==> src/rtl/clock_time_ctrl_pkg.sv <==
// Shared types and constants for the clock timekeeping controller.
//   mode_e : operating mode of the time-set state machine
//   bcd_t  : one BCD digit pair {tens[7:4], ones[3:0]}
//   *_MAX  : last legal value of each field before it wraps to 00
//   bcd_inc: BCD increment of a digit pair, wrapping to 00 after max
package clock_pkg;

  typedef enum logic [1:0] {
    RUN     = 2'd0,
    SET_HR  = 2'd1,
    SET_MIN = 2'd2
  } mode_e;

  typedef logic [7:0] bcd_t;

  localparam bcd_t SEC_MAX = 8'h59;
  localparam bcd_t MIN_MAX = 8'h59;
  localparam bcd_t HR_MAX  = 8'h23;

  // Wrap is tested before the ones-digit carry so that 23 -> 00 for hours
  // while 19 -> 20 still takes the normal digit carry.
  function automatic bcd_t bcd_inc(input bcd_t v, input bcd_t max_v);
    bcd_t r;
    if (v == max_v)
      r = 8'h00;
    else if (v[3:0] == 4'd9)
      r = {v[7:4] + 4'd1, 4'd0};
    else
      r = {v[7:4], v[3:0] + 4'd1};
    return r;
  endfunction

endpackage

==> src/rtl/clock_time_ctrl_if.sv <==
// Control and display bus of the clock timekeeping controller.
//   en, btn_mode, btn_inc : controls toward the controller (level signals)
//   sec_o, min_o, hr_o    : BCD time fields toward the display decoder
//   mode_o                : 0 RUN, 1 SET_HR, 2 SET_MIN
//   tick_o, day_o         : one-cycle update pulses
//   blink_o               : blank phase for the field being set
// master = the panel/display side, slave = the controller.
interface clock_time_if;
  import clock_pkg::*;

  logic       en;
  logic       btn_mode;
  logic       btn_inc;
  bcd_t       sec_o;
  bcd_t       min_o;
  bcd_t       hr_o;
  logic [1:0] mode_o;
  logic       tick_o;
  logic       day_o;
  logic       blink_o;

  modport master (
    output en, btn_mode, btn_inc,
    input  sec_o, min_o, hr_o, mode_o, tick_o, day_o, blink_o
  );

  modport slave (
    input  en, btn_mode, btn_inc,
    output sec_o, min_o, hr_o, mode_o, tick_o, day_o, blink_o
  );

endinterface

==> src/rtl/clock_time_ctrl_bcd_mod_counter.sv <==
// BCD digit-pair counter wrapping to 00 after MAX_BCD.
//   clk, reset : system clock, synchronous active-low reset
//   inc        : advance by one this cycle
//   clr        : force to 00 (wins over inc)
//   value      : registered BCD count
//   carry      : combinational, high when this inc wraps the counter
module bcd_mod_counter
  import clock_pkg::*;
#(
  parameter bcd_t MAX_BCD = 8'h59
) (
  input  logic clk,
  input  logic reset,
  input  logic inc,
  input  logic clr,
  output bcd_t value,
  output logic carry
);

  always_ff @(posedge clk) begin
    if (!reset)
      value <= 8'h00;
    else if (clr)
      value <= 8'h00;
    else if (inc)
      value <= bcd_inc(value, MAX_BCD);
  end

  assign carry = inc & (value == MAX_BCD);

endmodule

==> src/rtl/clock_time_ctrl.sv <==
// Single-clock timekeeping controller: 1 Hz prescaler, cascaded BCD
// seconds/minutes/hours counters and a two-button time-set FSM.
//   clk   : system clock
//   reset : synchronous active-low reset
//   bus   : clock_time_if.slave (controls in, time/mode/pulses out)
//
// state   | meaning
// RUN     | time advances on each prescaler wrap, tick_o/day_o pulse
// SET_HR  | btn_inc edge steps hours mod 24, seconds frozen
// SET_MIN | btn_inc edge steps minutes mod 60; leaving clears sec/prescaler
module clock_time_ctrl
  import clock_pkg::*;
#(
  parameter int TICK_DIV = 1000,
  parameter int HALF_DIV = TICK_DIV / 2
) (
  input  logic        clk,
  input  logic        reset,
  clock_time_if.slave bus
);

  localparam int              PW        = (TICK_DIV > 2) ? $clog2(TICK_DIV) : 1;
  localparam logic [PW-1:0]   PRESC_MAX = PW'(TICK_DIV - 1);
  localparam logic [PW:0]     HALF_CMP  = (PW + 1)'(HALF_DIV);

  logic [PW-1:0] presc_q;
  mode_e         mode_q, mode_d;
  logic          mode_hist_q, inc_hist_q;
  logic          tick_q, day_q;

  logic mode_edge, inc_edge;
  logic leave_set_min;
  logic tick_now, day_now;
  logic sec_inc, min_inc, hr_inc;
  logic sec_carry, min_carry, hr_carry;
  bcd_t sec_val, min_val, hr_val;

  // A simultaneous mode edge swallows the increment edge.
  assign mode_edge = bus.btn_mode & ~mode_hist_q;
  assign inc_edge  = bus.btn_inc & ~inc_hist_q & ~mode_edge;

  assign tick_now = (mode_q == RUN) & bus.en & (presc_q == PRESC_MAX);

  // Carries only cascade on a real time tick; manual set steps never
  // ripple into the next field.
  assign sec_inc = tick_now;
  assign min_inc = (tick_now & sec_carry) | ((mode_q == SET_MIN) & inc_edge);
  assign hr_inc  = (tick_now & min_carry) | ((mode_q == SET_HR) & inc_edge);
  assign day_now = tick_now & hr_carry;

  always_ff @(posedge clk) begin
    if (!reset) begin
      mode_q <= RUN;
    end else begin
      mode_q <= mode_d;
    end
  end

  always_comb begin
    mode_d        = mode_q;
    leave_set_min = 1'b0;
    if (mode_edge) begin
      case (mode_q)
        RUN:     mode_d = SET_HR;
        SET_HR:  mode_d = SET_MIN;
        SET_MIN: begin
          mode_d        = RUN;
          leave_set_min = 1'b1;
        end
        default: mode_d = RUN;
      endcase
    end
  end

  // Button history resets high so a button held through reset is not
  // mistaken for a fresh press.
  always_ff @(posedge clk) begin
    if (!reset) begin
      presc_q     <= '0;
      mode_hist_q <= 1'b1;
      inc_hist_q  <= 1'b1;
      tick_q      <= 1'b0;
      day_q       <= 1'b0;
    end else begin
      mode_hist_q <= bus.btn_mode;
      inc_hist_q  <= bus.btn_inc;
      tick_q      <= tick_now;
      day_q       <= day_now;
      if (leave_set_min)
        presc_q <= '0;
      else if (bus.en)
        presc_q <= (presc_q == PRESC_MAX) ? '0 : presc_q + 1'b1;
    end
  end

  bcd_mod_counter #(.MAX_BCD(SEC_MAX)) u_sec (
    .clk   (clk),
    .reset (reset),
    .inc   (sec_inc),
    .clr   (leave_set_min),
    .value (sec_val),
    .carry (sec_carry)
  );

  bcd_mod_counter #(.MAX_BCD(MIN_MAX)) u_min (
    .clk   (clk),
    .reset (reset),
    .inc   (min_inc),
    .clr   (1'b0),
    .value (min_val),
    .carry (min_carry)
  );

  bcd_mod_counter #(.MAX_BCD(HR_MAX)) u_hr (
    .clk   (clk),
    .reset (reset),
    .inc   (hr_inc),
    .clr   (1'b0),
    .value (hr_val),
    .carry (hr_carry)
  );

  assign bus.sec_o   = sec_val;
  assign bus.min_o   = min_val;
  assign bus.hr_o    = hr_val;
  assign bus.mode_o  = mode_q;
  assign bus.tick_o  = tick_q;
  assign bus.day_o   = day_q;
  assign bus.blink_o = (mode_q != RUN) & ({1'b0, presc_q} < HALF_CMP);

endmodule

==> src/flat_wrapper.sv <==
// flat-port wrapper written by rule: the top's interface ports become plain ports
module clock_time_ctrl_flat import clock_pkg::*;
#(
  parameter int TICK_DIV = 1000,
  parameter int HALF_DIV = TICK_DIV / 2
)
  (clk, reset, bus_en, bus_btn_mode, bus_btn_inc, bus_sec_o, bus_min_o, bus_hr_o, bus_mode_o, bus_tick_o, bus_day_o, bus_blink_o);
  clock_time_if bus_i ();
  input  logic clk;
  input  logic reset;
  input wire logic [$bits(bus_i.en)-1:0] bus_en;
  input wire logic [$bits(bus_i.btn_mode)-1:0] bus_btn_mode;
  input wire logic [$bits(bus_i.btn_inc)-1:0] bus_btn_inc;
  output wire logic [$bits(bus_i.sec_o)-1:0] bus_sec_o;
  output wire logic [$bits(bus_i.min_o)-1:0] bus_min_o;
  output wire logic [$bits(bus_i.hr_o)-1:0] bus_hr_o;
  output wire logic [$bits(bus_i.mode_o)-1:0] bus_mode_o;
  output wire logic [$bits(bus_i.tick_o)-1:0] bus_tick_o;
  output wire logic [$bits(bus_i.day_o)-1:0] bus_day_o;
  output wire logic [$bits(bus_i.blink_o)-1:0] bus_blink_o;
  assign bus_i.en = bus_en;
  assign bus_i.btn_mode = bus_btn_mode;
  assign bus_i.btn_inc = bus_btn_inc;
  assign bus_sec_o = bus_i.sec_o;
  assign bus_min_o = bus_i.min_o;
  assign bus_hr_o = bus_i.hr_o;
  assign bus_mode_o = bus_i.mode_o;
  assign bus_tick_o = bus_i.tick_o;
  assign bus_day_o = bus_i.day_o;
  assign bus_blink_o = bus_i.blink_o;
  clock_time_ctrl #(.TICK_DIV(TICK_DIV), .HALF_DIV(HALF_DIV)) u_core (.clk(clk), .reset(reset), .bus(bus_i));
endmodule
==> config.mk <==
export PLATFORM = sky130hd
export DESIGN_NAME = clock_time_ctrl_flat
export DESIGN_NICKNAME = d
export VERILOG_FILES = /design/src/rtl/clock_time_ctrl_pkg.sv /design/src/rtl/clock_time_ctrl_if.sv /design/src/rtl/clock_time_ctrl_bcd_mod_counter.sv /design/src/rtl/clock_time_ctrl.sv /design/src/flat_wrapper.sv
export SDC_FILE = /design/constraint.sdc
export NUM_CORES = 1
export LEC_CHECK = 0
export BUFFER_PORTS_ARGS = -buffer_cell sky130_fd_sc_hd__buf_2
export CORE_MARGIN = 2
export CORE_UTILIZATION = 45
export CTS_CLUSTER_SIZE = 28
export DETAILED_ROUTE_END_ITERATION = 6
export PLACE_DENSITY = 0.7
export SLEW_MARGIN = 25
export SYNTH_ARGS = -nofsm -noshare
export SYNTH_HDL_FRONTEND = slang
export SYNTH_SLANG_ARGS = --single-unit
==> constraint.sdc <==
create_clock -name clk -period 4.05 [get_ports clk]
set_input_delay 0.81 -clock clk [delete_from_list [all_inputs] [get_ports clk]]
set_output_delay 0.81 -clock clk [all_outputs]
set_load 0.05 [all_outputs]
==> results.yml, run 1 <==
status:
  outcome: "finished clean"
die:
  pin_count: 34
  die_width_um: 70.43
  die-height_um: 70.43
  placeableCoreArea_um2: 4294
  start_util: 0.4624
  design.die.area_um2: 4960
  placement_rows: 24
final_layout:
  fillCellCount: 409
  multi_input_area_um2: 1126
  final_layout_size_suffix_gt1_frac: 0.1903
  antenna-diode-count: 0
  design.final.nets: 285
  sequential_cell_area_um2: 800.8
  fin_area_um2: 2328
  synthToLayoutAreaGrowth_pct: 17.27
pwr:
  pwr-share-seq: 0.510
  cellLeakagePower_nw: 0.9167
  p_int_w: 0.0006239
  fin_total_pwr_w: 0.0007851
  power_frac_comb: 0.037
  p_per_area_nw_per_um2: 337.2
  switching_part_of_the_total: 0.2053
  power.ir.vdd_worst_mv: 0.2090
  p_switching_w: 0.0001612
  pwr-share-clk: 0.452
sta:
  final.setup.tns_ns: 0
  worstMarginPinSlew_ns: 0.6391
  report.final.hold_viol_count: 0
  setup_viol: 0
  timing.final.ws_setup_ns: 1.522
  number_of_max_slew_violations_in_the_final_report: 0
  fin_hold_ws_ns: 0.5058
  worst_slew_margin_rel: 0.5726
  finalCritPeriodShare: 0.6242
  max_freq_mhz: 395.6
  clock-skew-final_ns: 0.003640
  period_minus_slack_ns: 2.528
  rsz0062_at_grt: "false"
synthesis:
  postSynthRegisterBits: 40
  synthCells: 233
  yosysTopAreaCellShare: 0.4033
  synth_seq_area_share: 0.4033
  post_synth_top_flop: "sky130_fd_sc_hd__dfxtp_1"
  post_synth_num_cell_types: 40
  synth-warning-count: 0
  mappedNetlistArea_um2: 1986
  synthesis.area_per_instance_um2: 8.522
  synth_edf_count: 0
  synthArstFlopShare: 0
  syn-num-nets: 251
  netlist_top_cells_area: "sky130_fd_sc_hd__dfxtp_1 40%, sky130_fd_sc_hd__ha_1 8.2%, sky130_fd_sc_hd__nor2_1 4.9%"
  post-synth-top-area-cell: "sky130_fd_sc_hd__dfxtp_1"
placed_design:
  gpl.final_weighted_congestion: 0.7519
  dpl-instance-area_um2: 2192
  pre_cts_slack_ns: 1.365
  io_buffer_count: 33
  post-dp-hpwl_um: 2836
drt:
  finalWirelength_um: 4050
  mean_number_of_vias_per_cell: 5.388
  via_count: 1724
  initialDrtViolationCount: 90
  count_of_antenna_violating_nets_left_after_detailed_routing: 0
  detail_route.wl_per_cell_um: 12.66
  drt_drc_violations_left: 0
  firstDrtPassIters: 4
critical_path:
  worstPathRequired_ns: 4.27
  worst-endpoint-arrival_ns: 2.74
  endpoint_kind: "flop"
  worst-path-max-fanout: 15
  cp-start-kind: "flop"
  worst-setup-path-type: "reg -> reg"
cts:
  postCtsHoldBufs: 0
  buffer_depth_of_the_longest_clock_path: 2
  level_count_of_the_clock_h_tree: 2
  clock_latency_ns: 0.29
  post_cts_resized: 0
  cts.clk_slew.worst_paths_ns: 0.08
  cts_tree: "done"
  number_of_cts_inserted_buffers: 5
  numClockSinks: 40
  cts_setup_buffers: 0
  clock_tree.root_cell: "sky130_fd_sc_hd__clkbuf_8"
grt:
  largest_net_degree_at_the_start_of_global_routing: 17
  grt_overflow: 0
  gr-usage-all-layers: 0.1759
  grt_pass1_wl_um: 7162
  initial_antenna_violation_count: 0
  grt_pass1_vias: 1600
min_path:
  hold_class: "reg -> reg"
job:
  maxCapViolCount: 0
-- area by class of cell --
class | count | area share
well taps | 52 | 0.02794
inverters | 12 | 0.01934
flip-flops and latches | 40 | 0.3439
clock buffers | 7 | 0.04138
repair buffers | 33 | 0.07093
multi-input cells | 175 | 0.4836
clock inverters | 1 | 0.01290
-- through the flow --
| stage | util | instances |
|---|---|---|
| finish | 0.5422 | 320 |
| global route | 0.5422 | 320 |
| CTS | 0.5399 | 320 |
| detailed placement | 0.5105 | 312 |
| global placement | 0.5105 | 312 |
| floorplan | - | 233 |
-- worst paths after layout --
path                               from                    end  slack [ns]  cells past startpoint
setup / recovery   u_core.bus.mode_o[1]   u_core.u_hr.value[7]        1.52                      5
setup reg to reg   u_core.bus.mode_o[1]   u_core.u_hr.value[7]        1.52                      5
hold / removal    u_core.u_min.value[1]  u_core.u_min.value[1]        0.51                      2
hold reg to reg   u_core.u_min.value[1]  u_core.u_min.value[1]        0.51                      2
-- cell usage after synthesis (2+ instances only) --
library cell,n
sky130_fd_sc_hd__or2_2,4
sky130_fd_sc_hd__nand2b_1,7
sky130_fd_sc_hd__or3_1,6
sky130_fd_sc_hd__a31oi_1,2
sky130_fd_sc_hd__clkbuf_1,5
sky130_fd_sc_hd__xor2_1,6
sky130_fd_sc_hd__nand2_1,23
sky130_fd_sc_hd__and2_1,2
sky130_fd_sc_hd__nand4_1,4
sky130_fd_sc_hd__inv_1,12
sky130_fd_sc_hd__nor4_4,2
sky130_fd_sc_hd__a21oi_1,18
sky130_fd_sc_hd__o31ai_1,2
sky130_fd_sc_hd__or4_1,6
sky130_fd_sc_hd__xnor2_1,6
sky130_fd_sc_hd__nor2_1,26
sky130_fd_sc_hd__o21ai_0,10
sky130_fd_sc_hd__ha_1,13
sky130_fd_sc_hd__dfxtp_1,40
sky130_fd_sc_hd__nor3_1,6
sky130_fd_sc_hd__nand3b_1,3
sky130_fd_sc_hd__o41ai_1,2
sky130_fd_sc_hd__nand3_1,10
sky130_fd_sc_hd__nand4b_1,2
-- cells in the final DEF (no fill, tap or decap), types with 3 or more instances in the layout --
cell type / Yosys / final
sky130_fd_sc_hd__dfxtp_1: 40 / 40
sky130_fd_sc_hd__buf_2: 1 / 33
sky130_fd_sc_hd__nor2_1: 26 / 26
sky130_fd_sc_hd__nand2_1: 23 / 23
sky130_fd_sc_hd__a21oi_1: 18 / 17
sky130_fd_sc_hd__ha_1: 13 / 13
sky130_fd_sc_hd__inv_1: 12 / 12
sky130_fd_sc_hd__nand3_1: 10 / 10
sky130_fd_sc_hd__o21ai_0: 10 / 10
sky130_fd_sc_hd__nand2b_1: 7 / 7
sky130_fd_sc_hd__clkbuf_8: 0 / 7
sky130_fd_sc_hd__nor3_1: 6 / 6
sky130_fd_sc_hd__or3_1: 6 / 6
sky130_fd_sc_hd__or4_1: 6 / 6
sky130_fd_sc_hd__xor2_1: 6 / 6
sky130_fd_sc_hd__xnor2_1: 6 / 6
sky130_fd_sc_hd__nand4_1: 4 / 4
sky130_fd_sc_hd__or2_2: 4 / 4
sky130_fd_sc_hd__nand3b_1: 3 / 3
-- power by group through the flow --
| stage | Combinational [W] | Sequential, W | Clock [W] |
|---|---|---|---|
| after global routing | 0.0000325 | 0.000401 | 0.000384 |
| after detailed placement | 0.0000297 | 0.000410 | 0 |
| after global placement | 0.0000290 | 0.000410 | 0 |
| after CTS | 0.0000298 | 0.000401 | 0.000366 |
| after floorplan | 0.0000198 | 0.000412 | 0 |
| final | 0.0000294 | 0.000401 | 0.000355 |
-- critical path: stages, from the launching register on --
cell                      delay (ns)
sky130_fd_sc_hd__dfxtp_1        0.38
sky130_fd_sc_hd__or4b_4         0.57
sky130_fd_sc_hd__nor4_4         0.39
sky130_fd_sc_hd__a31oi_2        0.36
sky130_fd_sc_hd__or4_1          0.59
sky130_fd_sc_hd__a31oi_1        0.17
-- registers in the layout (all words and copies together), names as in the netlist --
signal / flops
u_core.bus.tick_o: 1
u_core.u_sec.value: 8
u_core.presc_q: 10
u_core.bus.day_o: 1
u_core.mode_hist_q: 1
u_core.u_hr.value: 8
u_core.bus.mode_o: 2
u_core.inc_hist_q: 1
u_core.u_min.value: 8
-- kinds of logic (layout without fill, tap and decap cells) --
| kind of cell | count (synthesis) | count (layout) | synth area share |
|---|---|---|---|
| AO/OA/AOI/OAI | 41 | 41 | 0.1216 |
| XOR/XNOR | 12 | 12 | 0.05293 |
| adder cells (fa/ha/maj) | 13 | 13 | 0.08192 |
| buffers and inverters | 18 | 53 | 0.03465 |
| flip-flops | 40 | 40 | 0.4033 |
| multiplexers | 1 | 1 | 0.005041 |
| AND/OR/NAND/NOR | 108 | 108 | 0.3006 |
-- per-layer routing --
| layer | part of all wire | up-vias | track usage |
|---|---|---|---|
| met3 | 0.038 | 8 | 0.04906 |
| met2 | 0.46 | 26 | 0.2715 |
| met1 | 0.48 | 798 | 0.2362 |
| met5 | 0 | - | 0 |
| li1 | - | 892 | - |
| met4 | 0.017 | 0 | 0.05983 |
(Power assumes the default switching activity.)
==> inputs of run 2 (changes only) <==
Clock period 4.05 ns to 2.4 ns, I/O delays scaled along.
==> results.yml, run 2 (synthesis gave the netlist of run 1 again) <==
die:
  placeableCoreArea_um2: 4294
  die-height_um: 70.43
  die_width_um: 70.43
  design.die.area_um2: 4960
  placement_rows: 24
  start_util: 0.4624
  pin_count: 34
drt:
  detail_route.wl_per_cell_um: 12.49
  count_of_antenna_violating_nets_left_after_detailed_routing: 0
  finalWirelength_um: 4122
  initialDrtViolationCount: 88
  via_count: 1751
  firstDrtPassIters: 4
  drt_drc_violations_left: 0
  mean_number_of_vias_per_cell: 5.306
placed_design:
  post-dp-hpwl_um: 2984
  dpl-instance-area_um2: 2267
  io_buffer_count: 33
  gpl.final_weighted_congestion: 0.7847
  numPlacedInstances: 322
final_layout:
  largest-register: "u_core.presc_q"
  layout_common_cells: "40 x sky130_fd_sc_hd__dfxtp_1, 33 x sky130_fd_sc_hd__buf_2, 26 x sky130_fd_sc_hd__nor2_1"
  layout.core_utilization: 0.5490
  design.final.nets: 295
  largest_register_ffs: 10
  layout.cells.most_common: "sky130_fd_sc_hd__dfxtp_1"
  fin_area_um2: 2357
  synthToLayoutAreaGrowth_pct: 18.71
  fillCellCount: 411
  finish.cell_count_without_fillers: 330
  antenna-diode-count: 0
  final_layout_size_suffix_gt1_frac: 0.2050
critical_path:
  worst-setup-path-type: "reg -> reg"
  worst-path-max-fanout: 10
  worst-endpoint-arrival_ns: 2.48
  cp-start-kind: "flop"
  worstPathRequired_ns: 2.62
  endpoint_kind: "flop"
status:
  outcome: "finished clean"
sta:
  worst_slew_margin_rel: 0.5612
  clock-skew-final_ns: 0.003953
  max_freq_mhz: 441.6
  worstMarginPinSlew_ns: 0.6583
  rsz0062_at_grt: "true"
  setup_viol: 0
  period_minus_slack_ns: 2.265
  report.final.hold_viol_count: 0
  number_of_max_slew_violations_in_the_final_report: 0
  fin_hold_ws_ns: 0.4022
  finalCritPeriodShare: 0.9436
cts:
  clock_tree.root_cell: "sky130_fd_sc_hd__clkbuf_8"
  level_count_of_the_clock_h_tree: 2
  cts_tree: "done"
  numClockSinks: 40
  buffer_depth_of_the_longest_clock_path: 2
  post_cts_resized: 0
  cts_setup_buffers: 0
  cts.clk_slew.worst_paths_ns: 0.08
  postCtsHoldBufs: 0
  clock_latency_ns: 0.28
  number_of_cts_inserted_buffers: 5
grt:
  grt_overflow: 0
  grt_pass1_wl_um: 7217
  largest_net_degree_at_the_start_of_global_routing: 16
  initial_antenna_violation_count: 0
  grt_pass1_vias: 1632
  gr-usage-all-layers: 0.1779
pwr:
  cellLeakagePower_nw: 0.9439
  p_switching_w: 0.0002636
  fin_total_pwr_w: 0.001187
  pwr-share-seq: 0.568
  switching_part_of_the_total: 0.2220
  power.ir.vdd_worst_mv: 0.3166
  pwr-share-clk: 0.385
  p_int_w: 0.0009237
  p_per_area_nw_per_um2: 503.7
  power_frac_comb: 0.047
job:
  maxCapViolCount: 0
min_path:
  hold_class: "in -> reg"
## run 2: cell count changes in the layout (fill, tap and decap cells not counted)
cell	change
sky130_fd_sc_hd__a21oi_1	+1
sky130_fd_sc_hd__a31oi_2	-1
sky130_fd_sc_hd__a21oi_2	-1
sky130_fd_sc_hd__a31oi_1	+1
sky130_fd_sc_hd__buf_4	+10
sky130_fd_sc_hd__clkbuf_1	+2
sky130_fd_sc_hd__bufinv_16	-1
sky130_fd_sc_hd__clkbuf_8	-1
## run 2: path summary, 6_finish.rpt
| path | from | endpoint | slack, ns | cells past startpoint |
|---|---|---|---|---|
| worst max-delay path | u_core.bus.mode_o[1] | u_core.u_min.value[5] | 0.14 | 5 |
| worst max register to register | u_core.bus.mode_o[1] | u_core.u_min.value[5] | 0.14 | 5 |
| worst min register to register | u_core.u_hr.value[1] | u_core.u_hr.value[1] | 0.50 | 2 |
| worst min-delay path | bus_btn_mode | u_core.mode_hist_q | 0.40 | 2 |
## run 2: metal layers
metal	GRT usage	vias up	wire length, um
met4	0.06410	0	38
met3	0.04040	5	204
met5	0	-	0
met1	0.2352	802	2023
met2	0.2830	44	1856
li1	-	900	-
## run 2: per-stage QoR
step / setup TNS [ns] / setup slack (ns)
2_1_floorplan: 0 / 0.01901
3_3_place_gp: 0 / 0.2092
3_5_place_dp: 0 / 0.1476
4_1_cts: 0 / 0.1153
5_1_grt: -0.05088 / -0.02293
6_report: 0 / 0.1354
## run 2: critical path: stages, from the launching register on
cell and delay, ns:
sky130_fd_sc_hd__dfxtp_1 0.32, sky130_fd_sc_hd__or4b_4 0.54, sky130_fd_sc_hd__nor4_4 0.35, sky130_fd_sc_hd__a21oi_1 0.29, sky130_fd_sc_hd__or4_1 0.55, sky130_fd_sc_hd__a21oi_1 0.15
## run 2: final cells by class
| type | instances | area (um^2) | area share |
|---|---|---|---|
| clock buffers | 8 | 90.09 | 0.03822 |
| inverters | 12 | 45.04 | 0.01911 |
| multi-input cells | 175 | 1116 | 0.4735 |
| flip-flops and latches | 40 | 800.8 | 0.3397 |
| well taps | 52 | 65.06 | 0.02760 |
| repair buffers | 43 | 240.2 | 0.1019 |
## run 2: power groups by stage
stage | registers, W | logic, W | clock network (W)
detailed placement | 0.000690 | 0.0000558 | 0
global route | 0.000675 | 0.0000607 | 0.000505
CTS | 0.000674 | 0.0000558 | 0.000475
finish | 0.000674 | 0.0000555 | 0.000458
floorplan | 0.000694 | 0.0000335 | 0
global placement | 0.000690 | 0.0000549 | 0
==> inputs of run 3 (changes only) <==
==> constraint.sdc (replaced) <==
create_clock -name clk -period 2.4 [get_ports clk]
set_input_delay 0.24 -clock clk [delete_from_list [all_inputs] [get_ports clk]]
set_output_delay 0.24 -clock clk [all_outputs]
set_load 0.05 [all_outputs]
==> results.yml, run 3 (synthesis gave the netlist of run 1 again) <==
status:
  outcome: "finished clean"
drt:
  finalWirelength_um: 4079
  initialDrtViolationCount: 65
  drt_drc_violations_left: 0
  mean_number_of_vias_per_cell: 5.341
  via_count: 1752
  count_of_antenna_violating_nets_left_after_detailed_routing: 0
  detail_route.wl_per_cell_um: 12.44
  firstDrtPassIters: 4
die:
  design.die.area_um2: 4960
  placement_rows: 24
  die-height_um: 70.43
  placeableCoreArea_um2: 4294
  die_width_um: 70.43
  pin_count: 34
  start_util: 0.4624
grt:
  grt_overflow: 0
  grt_pass1_wl_um: 7100
  grt_pass1_vias: 1560
  initial_antenna_violation_count: 0
  gr-usage-all-layers: 0.1774
  largest_net_degree_at_the_start_of_global_routing: 17
cts:
  post_cts_resized: 0
  cts.clk_slew.worst_paths_ns: 0.07
  clock_latency_ns: 0.29
  cts_setup_buffers: 0
  level_count_of_the_clock_h_tree: 2
  numClockSinks: 40
  clock_tree.root_cell: "sky130_fd_sc_hd__clkbuf_8"
  buffer_depth_of_the_longest_clock_path: 2
  cts_tree: "done"
  number_of_cts_inserted_buffers: 5
  postCtsHoldBufs: 0
final_layout:
  final_layout_size_suffix_gt1_frac: 0.2065
  synthToLayoutAreaGrowth_pct: 18.65
  layout.core_utilization: 0.5487
  largest-register: "u_core.presc_q"
  fillCellCount: 415
  layout.cells.most_common: "sky130_fd_sc_hd__dfxtp_1"
  layout_common_cells: "40 x sky130_fd_sc_hd__dfxtp_1, 33 x sky130_fd_sc_hd__buf_2, 26 x sky130_fd_sc_hd__nor2_1"
  largest_register_ffs: 10
  design.final.nets: 294
  antenna-diode-count: 0
sta:
  clock-skew-final_ns: 0.006891
  finalCritPeriodShare: 0.9485
  worst_slew_margin_rel: 0.5710
  number_of_max_slew_violations_in_the_final_report: 0
  report.final.hold_viol_count: 0
  rsz0062_at_grt: "true"
  fin_hold_ws_ns: 0.1627
  timing.final.ws_setup_ns: 0.1237
  setup_viol: 0
  max_freq_mhz: 439.3
  period_minus_slack_ns: 2.276
  worstMarginPinSlew_ns: 0.6436
critical_path:
  endpoint_kind: "flop"
  reg2reg_slack_ns: 0.12
  worst-path-max-fanout: 10
  worstPathRequired_ns: 2.62
  reg2regPathDepth: 6
  worst-setup-path-type: "reg -> reg"
  cp-start-kind: "flop"
  worst-endpoint-arrival_ns: 2.49
pwr:
  p_int_w: 0.0009441
  cellLeakagePower_nw: 0.9439
  p_switching_w: 0.0002610
  pwr-share-seq: 0.560
  power.ir.vdd_worst_mv: 0.3747
  pwr-share-clk: 0.396
  switching_part_of_the_total: 0.2166
  p_per_area_nw_per_um2: 511.5
  power_frac_comb: 0.044
job:
  maxCapViolCount: 0
placed_design:
  gpl.final_weighted_congestion: 0.7851
  post-dp-hpwl_um: 2966
  pre_cts_slack_ns: 0.1240
  io_buffer_count: 33
min_path:
  timing.hold.worst_path_depth: 2
  hold_class: "in -> reg"
run 3: cell count changes in the layout (fill, tap and decap cells not counted), sizes merged:
cell / previous run / this run
clkbuf: 8 / 7
buf: 43 / 42
run 3: area by class of cell:
class	count	area [um^2]	area share
multi-input cells	175	1116	0.4737
flip-flops and latches	40	800.8	0.3399
repair buffers	42	232.7	0.09878
clock buffers	7	96.34	0.04089
well taps	52	65.06	0.02762
inverters	12	45.04	0.01912
run 3: through the flow:
stage | power, W | cells | area (um^2) | setup TNS [ns]
global placement | 0.0007432 | 321 | 2260 | 0
finish | 0.001205 | 328 | 2356 | 0
floorplan | 0.0007279 | 233 | 1986 | 0
global route | 0.001261 | 328 | 2356 | -0.3049
detailed placement | 0.0007437 | 321 | 2260 | 0
CTS | 0.001219 | 328 | 2356 | 0
run 3: worst paths after layout:
kind | startpoint | endpoint
setup reg to reg | u_core.bus.mode_o[1] | u_core.u_min.value[1]
hold / removal | bus_btn_mode | u_core.mode_hist_q
setup / recovery | u_core.bus.mode_o[1] | u_core.u_min.value[1]
hold reg to reg | u_core.u_hr.value[1] | u_core.u_hr.value[1]
run 3: power groups by stage:
stage               Clock, W  Sequential [W]  Combinational (W)
finish              0.000477        0.000674          0.0000536
global route        0.000527        0.000675          0.0000592
CTS                 0.000490        0.000674          0.0000540
detailed placement         0        0.000690          0.0000541
global placement           0        0.000690          0.0000537
floorplan                  0        0.000694          0.0000335
run 3: worst max-delay path, stage by stage (launching register included):
cell and delay [ns]:
sky130_fd_sc_hd__dfxtp_1 0.32, sky130_fd_sc_hd__or4b_4 0.54, sky130_fd_sc_hd__nor4_4 0.36, sky130_fd_sc_hd__a21oi_1 0.29, sky130_fd_sc_hd__buf_4 0.23, sky130_fd_sc_hd__or3_1 0.34
sky130_fd_sc_hd__a21oi_1 0.14
run 3: layer usage:
layer  global-route usage  vias to the layer above  wire length (um)
li1                     -                      902                 -
met3              0.06638                        5               176
met4              0.04060                        0                34
met2               0.2673                       27              1829
met1               0.2413                      818              2039
met5                    0                        -                 0
